<file path="src/rtl/parking_gate_ctrl_pkg.sv">
// Shared definitions for the parking ramp controller: FSM state encoding
// and default sizing for the lot and the barrier timeouts.
package parking_gate_ctrl_pkg;

  typedef enum logic [2:0] {
    ST_IDLE  = 3'd0,
    ST_RAISE = 3'd1,
    ST_PASS  = 3'd2,
    ST_LOWER = 3'd3,
    ST_FAULT = 3'd4
  } state_t;

  localparam int DEF_CAPACITY = 10;
  localparam int DEF_CNT_W    = 4;
  localparam int DEF_TIMEOUT  = 16;

endpackage

</file>
<file path="src/rtl/parking_gate_ctrl_rr_arb.sv">
// Two-requester round-robin arbiter for the shared ramp. Purely combinational;
// the history bit (last_in) is owned by the caller.
module parking_rr_arb (
  input  logic       req_in,
  input  logic       req_out,
  input  logic       last_in,
  output logic [1:0] grant
);

  // grant[0] = entry lane, grant[1] = exit lane
  always_comb begin
    grant = 2'b00;
    if (req_in && req_out) begin
      grant = last_in ? 2'b10 : 2'b01;
    end else if (req_in) begin
      grant = 2'b01;
    end else if (req_out) begin
      grant = 2'b10;
    end
  end

endmodule

</file>
<file path="src/rtl/parking_gate_ctrl.sv">
// Single-lane parking ramp controller: arbitrates entry/exit, sequences the
// barrier (raise, pass, lower) with timeouts, and keeps the occupancy count.
module parking_gate_ctrl
  import parking_gate_ctrl_pkg::*;
#(
  parameter int CAPACITY = DEF_CAPACITY,
  parameter int CNT_W    = DEF_CNT_W,
  parameter int TIMEOUT  = DEF_TIMEOUT
) (
  input  logic             clk,
  input  logic             reset,
  input  logic             in_req,
  input  logic             out_req,
  input  logic             bar_up,
  input  logic             bar_down,
  input  logic             car_pass,
  output logic             barrier_open,
  output logic             grant_in,
  output logic             grant_out,
  output logic             in_denied,
  output logic [CNT_W-1:0] count,
  output logic             full,
  output logic             empty,
  output logic             timeout_err,
  output logic             fault,
  output state_t           fsm_state
);

  localparam int TMR_W = $clog2(TIMEOUT + 1);
  localparam logic [TMR_W-1:0] TMR_LAST = TMR_W'(TIMEOUT - 1);
  localparam logic [CNT_W-1:0] CAP      = CNT_W'(CAPACITY);

  state_t           state, state_next;
  logic [TMR_W-1:0] timer;
  logic             last_in, last_in_next;
  logic [CNT_W-1:0] count_next;
  logic             open_next, gin_next, gout_next, to_next, fault_next;
  logic [1:0]       grant;
  logic             timed_out;

  assign timed_out = (timer == TMR_LAST);
  assign full      = (count == CAP);
  assign empty     = (count == '0);
  assign in_denied = (state == ST_IDLE) && in_req && full;
  assign fsm_state = state;

  parking_rr_arb u_arb (
    .req_in  (in_req && !full),
    .req_out (out_req && !empty),
    .last_in (last_in),
    .grant   (grant)
  );

  always_ff @(posedge clk or posedge reset) begin
    if (reset) begin
      state        <= ST_IDLE;
      timer        <= '0;
      last_in      <= 1'b0;
      count        <= '0;
      barrier_open <= 1'b0;
      grant_in     <= 1'b0;
      grant_out    <= 1'b0;
      timeout_err  <= 1'b0;
      fault        <= 1'b0;
    end else begin
      state        <= state_next;
      last_in      <= last_in_next;
      count        <= count_next;
      barrier_open <= open_next;
      grant_in     <= gin_next;
      grant_out    <= gout_next;
      timeout_err  <= to_next;
      fault        <= fault_next;
      // Timer restarts on every state change so each phase gets its full budget
      if (state_next != state) begin
        timer <= '0;
      end else if (state == ST_RAISE || state == ST_PASS || state == ST_LOWER) begin
        timer <= timer + TMR_W'(1);
      end
    end
  end

  always_comb begin
    state_next = state;
    unique case (state)
      ST_IDLE:  if (grant != 2'b00) state_next = ST_RAISE;
      ST_RAISE: if (bar_up || timed_out) state_next = ST_PASS;
      ST_PASS:  if (car_pass || timed_out) state_next = ST_LOWER;
      ST_LOWER: begin
        if (bar_down)       state_next = ST_IDLE;
        else if (timed_out) state_next = ST_FAULT;
      end
      ST_FAULT: state_next = ST_FAULT;
      default:  state_next = ST_IDLE;
    endcase
    // A raise timeout skips PASS and goes straight to lowering
    if (state == ST_RAISE && !bar_up && timed_out) state_next = ST_LOWER;
  end

  always_comb begin
    last_in_next = last_in;
    count_next   = count;
    open_next    = barrier_open;
    gin_next     = grant_in;
    gout_next    = grant_out;
    to_next      = 1'b0;
    fault_next   = fault;
    unique case (state)
      ST_IDLE: begin
        if (grant != 2'b00) begin
          gin_next     = grant[0];
          gout_next    = grant[1];
          open_next    = 1'b1;
          last_in_next = grant[0];
        end
      end
      ST_RAISE: begin
        if (!bar_up && timed_out) begin
          to_next   = 1'b1;
          open_next = 1'b0;
        end
      end
      ST_PASS: begin
        if (car_pass) begin
          open_next = 1'b0;
          if (grant_in && count != CAP)       count_next = count + CNT_W'(1);
          else if (grant_out && count != '0)  count_next = count - CNT_W'(1);
        end else if (timed_out) begin
          to_next   = 1'b1;
          open_next = 1'b0;
        end
      end
      ST_LOWER: begin
        if (bar_down) begin
          gin_next  = 1'b0;
          gout_next = 1'b0;
        end else if (timed_out) begin
          gin_next   = 1'b0;
          gout_next  = 1'b0;
          fault_next = 1'b1;
        end
      end
      ST_FAULT: begin
        open_next = 1'b0;
        gin_next  = 1'b0;
        gout_next = 1'b0;
      end
      default: ;
    endcase
  end

endmodule

</file>
<file path="config.mk">
export PLATFORM = sky130hd
export DESIGN_NAME = parking_gate_ctrl
export DESIGN_NICKNAME = d
export VERILOG_FILES = /design/src/rtl/parking_gate_ctrl_pkg.sv /design/src/rtl/parking_gate_ctrl_rr_arb.sv /design/src/rtl/parking_gate_ctrl.sv
export SDC_FILE = /design/constraint.sdc
export NUM_CORES = 1
export LEC_CHECK = 0
export CAP_MARGIN = 10
export CORE_MARGIN = 2
export CORE_UTILIZATION = 50
export DETAILED_ROUTE_END_ITERATION = 10
export GPL_TIMING_DRIVEN = 0
export PLACE_DENSITY = 0.82
export SETUP_SLACK_MARGIN = 0.02
export SYNTH_ARGS = -nofsm -noshare
export SYNTH_HDL_FRONTEND = slang
export SYNTH_SLANG_ARGS = --single-unit
export TNS_END_PERCENT = 100
</file>
<file path="constraint.sdc">
create_clock -name clk -period 4.75 [get_ports clk]
set_input_delay 0.95 -clock clk [delete_from_list [all_inputs] [get_ports clk]]
set_output_delay 0.95 -clock clk [all_outputs]
set_load 0.02 [all_outputs]
</file>
# Word-level counts from Yosys, hierarchy flattened

Index checks and enable logic that the tools add are counted.

Register bits after elaboration: 18
Input bits: 7
Logic and storage cells: 84

Add/sub/neg operators: 3
Equal/unequal tests: 12
Muxes and demuxes: 29
Bitwise gates (word level): 1
Reduce and logical (&&, ||, !) cells: 30

Operator list:

| cell                                                | number |
|---|---|
| 2-to-1 mux 3 bit                                    | 6 |
| one-hot mux 3 bit (5 select lines)                  | 1 |
| logical AND 1 bit                                   | 10 |
| 2-to-1 mux 1 bit                                    | 10 |
| 2-to-1 mux 5 bit                                    | 2 |
| AND reduction 3 bit                                 | 3 |
| 2-to-1 mux 2 bit                                    | 4 |
| 2-to-1 mux 4 bit                                    | 2 |
| nonzero test 4 bit                                  | 2 |
| equality test 3 x 2 -> 1 bit, second input constant | 2 |
| != test 3 bit, second input constant                | 2 |
| one-hot mux 1 bit (3 select lines)                  | 2 |
| nonzero test 2 bit                                  | 3 |
| adder 5 x 1 -> 5 bit, second input constant         | 1 |
| equality test 5 x 4 -> 1 bit, second input constant | 1 |
| adder 4 x 1 -> 4 bit, second input constant         | 1 |
| equality test 4 bit, second input constant          | 1 |
| logical NOT 4 bit                                   | 1 |
| logical OR 1 bit                                    | 4 |
| != test 2 x 1 -> 1 bit, second input constant       | 2 |
| != test 4 bit, second input constant                | 1 |
| one-hot mux 1 bit (4 select lines)                  | 1 |
| AND reduction 4 bit                                 | 1 |
| subtractor 4 x 1 -> 4 bit, second input constant    | 1 |
| other kinds (9)                                     | 11 |

# Depth between registers and ports, before layout

Gate-level depths: netlist of run 1.

Depth after elaboration: 12
Gate-level depth with buffers: 8
Gate-level depth less buffers: 7

# Cells and area by module

A second synthesis of run 1 with hierarchy kept.

Cells, all modules: 114
Area, all modules: 1096.1 µm²

By module, submodules not included:

| module            | times used | cells each | area each (µm²) |
|---|---|---|---|
| parking_gate_ctrl | 1          | 111        | 1077.3 |
| parking_rr_arb    | 1          | 3          | 18.8 |

# Worst setup path after synthesis of run 1

OpenSTA, ideal clock, no wires.

Path kind: register to output
Start: reg count[0]
End: out empty
Data arrival time: 1.349 ns
Data required time: 3.800 ns
Slack: 2.451 ns
Cell stages (with the launch flop): 2
Buffers on the path: 0
Cell sequence: dfrtp_1 nor4_1

Word-level cells in the longest chain between the ends: 1

RTL lines:

| item                   | RTL line                | RTL |
|---|---|---|
| start, declared        | parking_gate_ctrl.sv:21 | `output logic [CNT_W-1:0] count,` |
| start signal, assigned | parking_gate_ctrl.sv:68 | `count <= count_next;` |
| logical NOT 4 bit      | parking_gate_ctrl.sv:43 | `assign empty = (count == '0);` |
| end, declared          | parking_gate_ctrl.sv:23 | `output logic empty,` |

No other way between the ends.

# Worst setup path after layout of run 1

Start: in in_req
End: out in_denied

Word-level cells in the longest chain between the ends: 2

RTL lines:

| item                            | RTL line                | RTL |
|---|---|---|
| start, declared                 | parking_gate_ctrl.sv:12 | `input logic in_req,` |
| logical AND 1 bit (2 in series) | parking_gate_ctrl.sv:44 | `assign in_denied = (state == ST_IDLE) && in_req && full;` |
| end, declared                   | parking_gate_ctrl.sv:20 | `output logic in_denied,` |

No other way between the ends.

==> results of run 1 <==
[cells by family after synthesis]
kind of cell               Yosys count  share of synthesized area [%]
xor gates and xnor gates             7                           5.15
AOI/OAI and AO/OA                   34                           22.0
muxes                                4                           3.68
and+or+nand+nor                     42                           19.6
buffers and inverters               15                           5.88
DFF                                 18                           37.8
adders and majority gates            5                           5.88
[where the power goes]
part	internal, W	leakage (nW)	switching (W)	total (W)
clock network	0.0000468	0.0210	0.0000509	0.0000977
logic	0.00000593	0.362	0.00000745	0.0000134
registers	0.000153	0.246	0	0.000153
[through the flow]
step / worst slack (ps) / area, um^2
finish: 1590 / 1470
global route: 1550 / 1470
CTS: 1580 / 1470
detailed placement: 1590 / 1440
global placement: 1590 / 1440
floorplan: 2450 / 1190
[layer usage]
metal | vias up | global-route usage [%]
met5 | - | 0
met4 | 0 | 5.13
met3 | 4 | 3.43
met2 | 17 | 38.5
met1 | 514 | 30.9
li1 | 502 | -
[how the worst min path moves through the flow]
stage / to / slack [ps] / cells past startpoint / start
2_1_floorplan: timer[3]$_DFFE_PP0P_ / 530 / 2 / timer[3]$_DFFE_PP0P_
3_3_place_gp: fault$_DFFE_PP0P_ / 450 / 1 / fault$_DFFE_PP0P_
3_5_place_dp: fault$_DFFE_PP0P_ / 460 / 1 / fault$_DFFE_PP0P_
4_1_cts: fault$_DFFE_PP0P_ / 480 / 1 / fault$_DFFE_PP0P_
5_1_grt: fault$_DFFE_PP0P_ / 530 / 1 / fault$_DFFE_PP0P_
6_report: fault$_DFFE_PP0P_ / 480 / 1 / fault$_DFFE_PP0P_
[layout make-up]
| type | instances | area, um^2 |
|---|---|---|
| fillers | 185 | 761 |
| multi-input cells | 92 | 671 |
| flip-flops and latches | 18 | 450 |
| repair buffers | 21 | 210 |
| plain buffers | 8 | 43.8 |
| clock buffers | 4 | 36.3 |
| well taps | 28 | 35.0 |
| inverters | 7 | 26.3 |
[cells in the final DEF (no fill, tap or decap), types with 2 or more instances in the layout]
cell type,count
buf_2,5
and3_1,2
nor3_1,6
nand2_1,7
clkdlybuf4s50_1,21
dfrtp_1,18
a31oi_1,2
ha_1,4
nand3_1,3
or3_1,2
xnor2_1,3
nand2b_1,3
nor3b_1,2
nor2_1,7
o21ai_0,5
a21oi_1,10
mux2_2,3
inv_1,7
clkbuf_4,3
o211ai_1,2
buf_4,2
xor2_1,4
[sequential cells by signal, indices dropped and copies added, names as in the netlist]
signal	cells
timeout_err	1
grant_out	1
grant_in	1
count	4
timer	5
fsm_state	3
last_in	1
fault	1
barrier_open	1
==> qor.yml, run 1 <==
yosys.area.top_type: "dfrtp_1"
drtAntennaViolNets: 0
cts_root_buffer: "clkbuf_4"
synth_top_area_share_pct: 37.8
vias_per_cell: 5.83
finalPower_w: 0.000264
clk_path_buf_depth: 2
drive_gt1_share_pct: 15.3
boundaryPins: 22
path_clk_slew_ps: 110
yosysSeqAreaShare_pct: 37.8
die_area_mm2: 0.00279
outcome: "finished clean"
critical_path_required_ps: 3800
timing.rr.end: "barrier_open$_DFFE_PP0P_"
worstPathArrival_ps: 2210
crit_slowest_cell: "clkdlybuf4s50_1"
ys_top_cells_by_area: "dfrtp_1 38%, a21oi_1 4.2%, ha_1 4.2%"
fin_crit_ps: 3160
critPathMostFrequentCell: "clkdlybuf4s50_1"
r2r_setup_slack_ps: 2540
cp_max_fo: 4
slew_violations: 0
synth-edff-count: 0
cts_tree: "done"
wl_mm: 2.69
final_util_pct: 65.9
fin_nets: 163
initial_utilization_pct: 53.3
grt_pass1_vias: 993
grt_max_degree: 19
synth_seq_cells: 18
tns_ps: 0
rsz0062_at_grt: "no"
p_leak_nw: 0.630
cts_made_buffers: 3
drt_iter0_drc: 15
synth.cell_area_mm2: 0.00119
highest_layer: "met4"
syn_to_final_growth_pct: 23.6
routedWlPerCell_um: 15.1
gp_congestion: 0.909
skew_ps: 2.46
slowest_delay_ps: 590
clock-sinks: 18
avgSynthCellArea_um2: 9.53
crit_buf_inv: 2
coreArea_mm2: 0.00223
portBuffers: 21
die_width_um: 52.8
synth_flop_cell: "dfrtp_1"
synth.most_common_cell: "dfrtp_1"
cts_setup_buffers: 0
hp-class: "reg -> reg"
clk_latency_ps: 300
grt_usage_pct: 22.9
timing_hold_violations_final: 0
htreeDepth: 1
grt-ovfl-total: 0
cp.depth: 3
dpl.cell_count: 174
relSlewSlack_pct: 52.9
ctsResizeCount: 0
worst_slew_pin_slew_ps: 705
dp_hpwl_mm: 2.05
async_flop_share_pct: 100
ctsHoldBuffers: 0
vias: 1037
wl_met1_mm: 1.25
critPathTopFamily: "buffers and inverters"
r2r_start: "timer[0]$_DFFE_PP0P_"
diodes: 0
finalCritPeriodShare_pct: 66.6
critPathKind: "in -> out"
grt_pass1_wl_mm: 4.64
power_density_mw_per_mm2: 179
endpoint: "in_denied"
synth_cell_types: 48
first_pass_iters: 4
r2r_cells: 8
syn_nets: 137
antenna_found_initial: 0
netlist_instances: 125
drc: 0
setup.worst_path.start_class: "input pin"
path_cells: "clkdlybuf4s50_1 > and3_1 > clkdlybuf4s50_1"
fmax_mhz: 316
maxCapViolations: 0
num_rows: 17
synthTopCellsByCount: "18 x dfrtp_1, 10 x a21oi_1, 7 x inv_1, 7 x nand2_1, 7 x nor2_1"
crit_start: "in_req"
stdcell_count: 178
wl_met3_um: 67
holdWs_ps: 480
setup_viol: 0
met2_length_mm: 1.35
yosysWarnings: 0
fp.dieH_um: 52.8
cp-end-kind: "output port"
peakVddDrop_mv: 0.200
No activity file was read; power rests on OpenSTA's default activity.
==> inputs of run 2 (changes only) <==
- CORE_UTILIZATION: 50 -> 46
- PLACE_DENSITY: 0.82 -> 0.79
- clock period: 4.75 -> 2.9 ns (I/O delays scaled with it)
==> run 2 against run 1 <==
Net effect:
- die area rose by 8.0%
- non-clock buffer count did not move
- sequential share of layout area fell by 0.052 points
- final cell count rose by 1.1%
- first-iteration DRC count rose by 13%
- clock skew rose by 3.3 ps
- power rose by 64%
- sequential power rose by 64%
==> qor.yml, run 2 (synthesis results as in run 1) <==
p_leak_nw: 0.630
fmax_mhz: 381
clock-sinks: 18
coreArea_mm2: 0.00245
grt-ovfl-total: 0
cts_setup_buffers: 0
power_density_mw_per_mm2: 293
diodes: 0
boundaryPins: 22
ctsResizeCount: 0
met1_usage_pct: 24.7
wl_mm: 2.65
outcome: "finished clean"
dp_hpwl_mm: 2.00
vias: 1039
clk_latency_ps: 300
dpl_worst_slack_ps: 452
n_fill_cell: 215
hp-start: "fault$_DFFE_PP0P_"
cts_made_buffers: 3
grt.met3_usage_pct: 6.01
drt_iter0_drc: 17
critical_path_required_ps: 2320
grt_pass1_vias: 995
setup_viol: 0
largest_reg_flops: 5
path_clk_slew_ps: 100
cp-end-kind: "output port"
tns_ps: 0
hp-class: "reg -> reg"
initial_utilization_pct: 48.5
syn_to_final_growth_pct: 23.8
rsz0062_at_grt: "no"
worstPathArrival_ps: 2040
peakVddDrop_mv: 0.293
maxCapViolations: 0
critPathKind: "reg -> out"
die_area_mm2: 0.00301
stdcell_count: 180
vias_per_cell: 5.77
drtAntennaViolNets: 0
final_cell_mix: "21 x clkdlybuf4s50_1, 18 x dfrtp_1, 10 x a21oi_1"
slowest_delay_ps: 590
htreeDepth: 1
crit_slowest_cell: "clkdlybuf4s50_1"
grt_max_degree: 19
layout_commonest_cell: "clkdlybuf4s50_1"
portBuffers: 21
fin_nets: 163
max_flop_register: "timer"
die_width_um: 54.9
routedWlPerCell_um: 14.7
path_cells: "buf_2 > nor3_1 > and3_1 > clkdlybuf4s50_1"
r2r_start: "count[0]$_DFFE_PP0P_"
clk_path_buf_depth: 2
ctsHoldBuffers: 0
cts_root_buffer: "clkbuf_4"
slew_violations: 0
worst_slew_pin_slew_ps: 689
setup.worst_path.start_class: "register"
drc: 0
fp.dieH_um: 54.9
grt_pass1_wl_mm: 4.31
drive_gt1_share_pct: 15.3
antenna_found_initial: 0
skew_ps: 5.79
num_rows: 18
timing_hold_violations_final: 0
cp_max_fo: 10
relSlewSlack_pct: 54.0
gp_congestion: 0.913
fin_crit_ps: 2620
crit_start: "fsm_state[2]$_DFF_PP0_"
dpl.cell_count: 176
first_pass_iters: 4
grt_usage_pct: 20.5
fin_ws_ps: 276
grt-busiest-layer: "met2"
cts_tree: "done"
use_met2_pct: 34.1
finalCritPeriodShare_pct: 90.5
-- run 2: cell type report --
cell class,instances,area (um^2),area share [%]
buffer,8,43.8,2.97
tap,30,37.5,2.54
inverter,7,26.3,1.78
timing repair buffer,21,210,14.2
clock buffer,4,36.3,2.46
multi-input combinational,92,671,45.5
sequential,18,450,30.5
-- run 2: critical path: cells and delay by family (launching register included) --
kind / cells / cell delay [ps]
buffers and inverters: 2 / 790
DFF: 1 / 430
and+or+nand+nor: 2 / 520
-- run 2: path summary, 6_finish.rpt --
| path | slack (ps) | end | depth (start not counted) |
|---|---|---|---|
| worst max-delay path | 280 | in_denied | 4 |
| worst min-delay path | 480 | fault$_DFFE_PP0P_ | 1 |
| worst max register to register | 670 | count[3]$_DFFE_PP0P_ | 8 |
| worst min register to register | 480 | fault$_DFFE_PP0P_ | 1 |
| max in group asynchronous | 1790 | timer[3]$_DFFE_PP0P_ | 2 |
| min in group asynchronous | 670 | timer[4]$_DFFE_PP0P_ | 2 |
-- run 2: per-stage QoR --
| step | area (um^2) | hold WS (ps) | power [W] | util, % |
|---|---|---|---|---|
| finish | 1480 | 485 | 0.000432 | 60.1 |
| global placement | 1440 | 452 | 0.000277 | 58.6 |
| floorplan | 1190 | 519 | 0.000265 | - |
| CTS | 1480 | 494 | 0.000436 | 60.1 |
| global route | 1480 | 523 | 0.000450 | 60.1 |
| detailed placement | 1440 | 468 | 0.000278 | 58.6 |
-- run 2: power breakdown --
group	leakage (nW)	internal [W]	total, W	switching [W]
registers	0.246	0.000251	0.000251	0
clock network	0.0210	0.0000766	0.000159	0.0000827
logic	0.362	0.00000973	0.0000219	0.0000122
total	0.630	0.000337	0.000432	0.0000949
-- run 2: routing by layer --
layer	wire (um)	share of wire [%]
met1	1160	44
met2	1370	52
met3	98	3.7
met4	23	0.87
met5	0	0
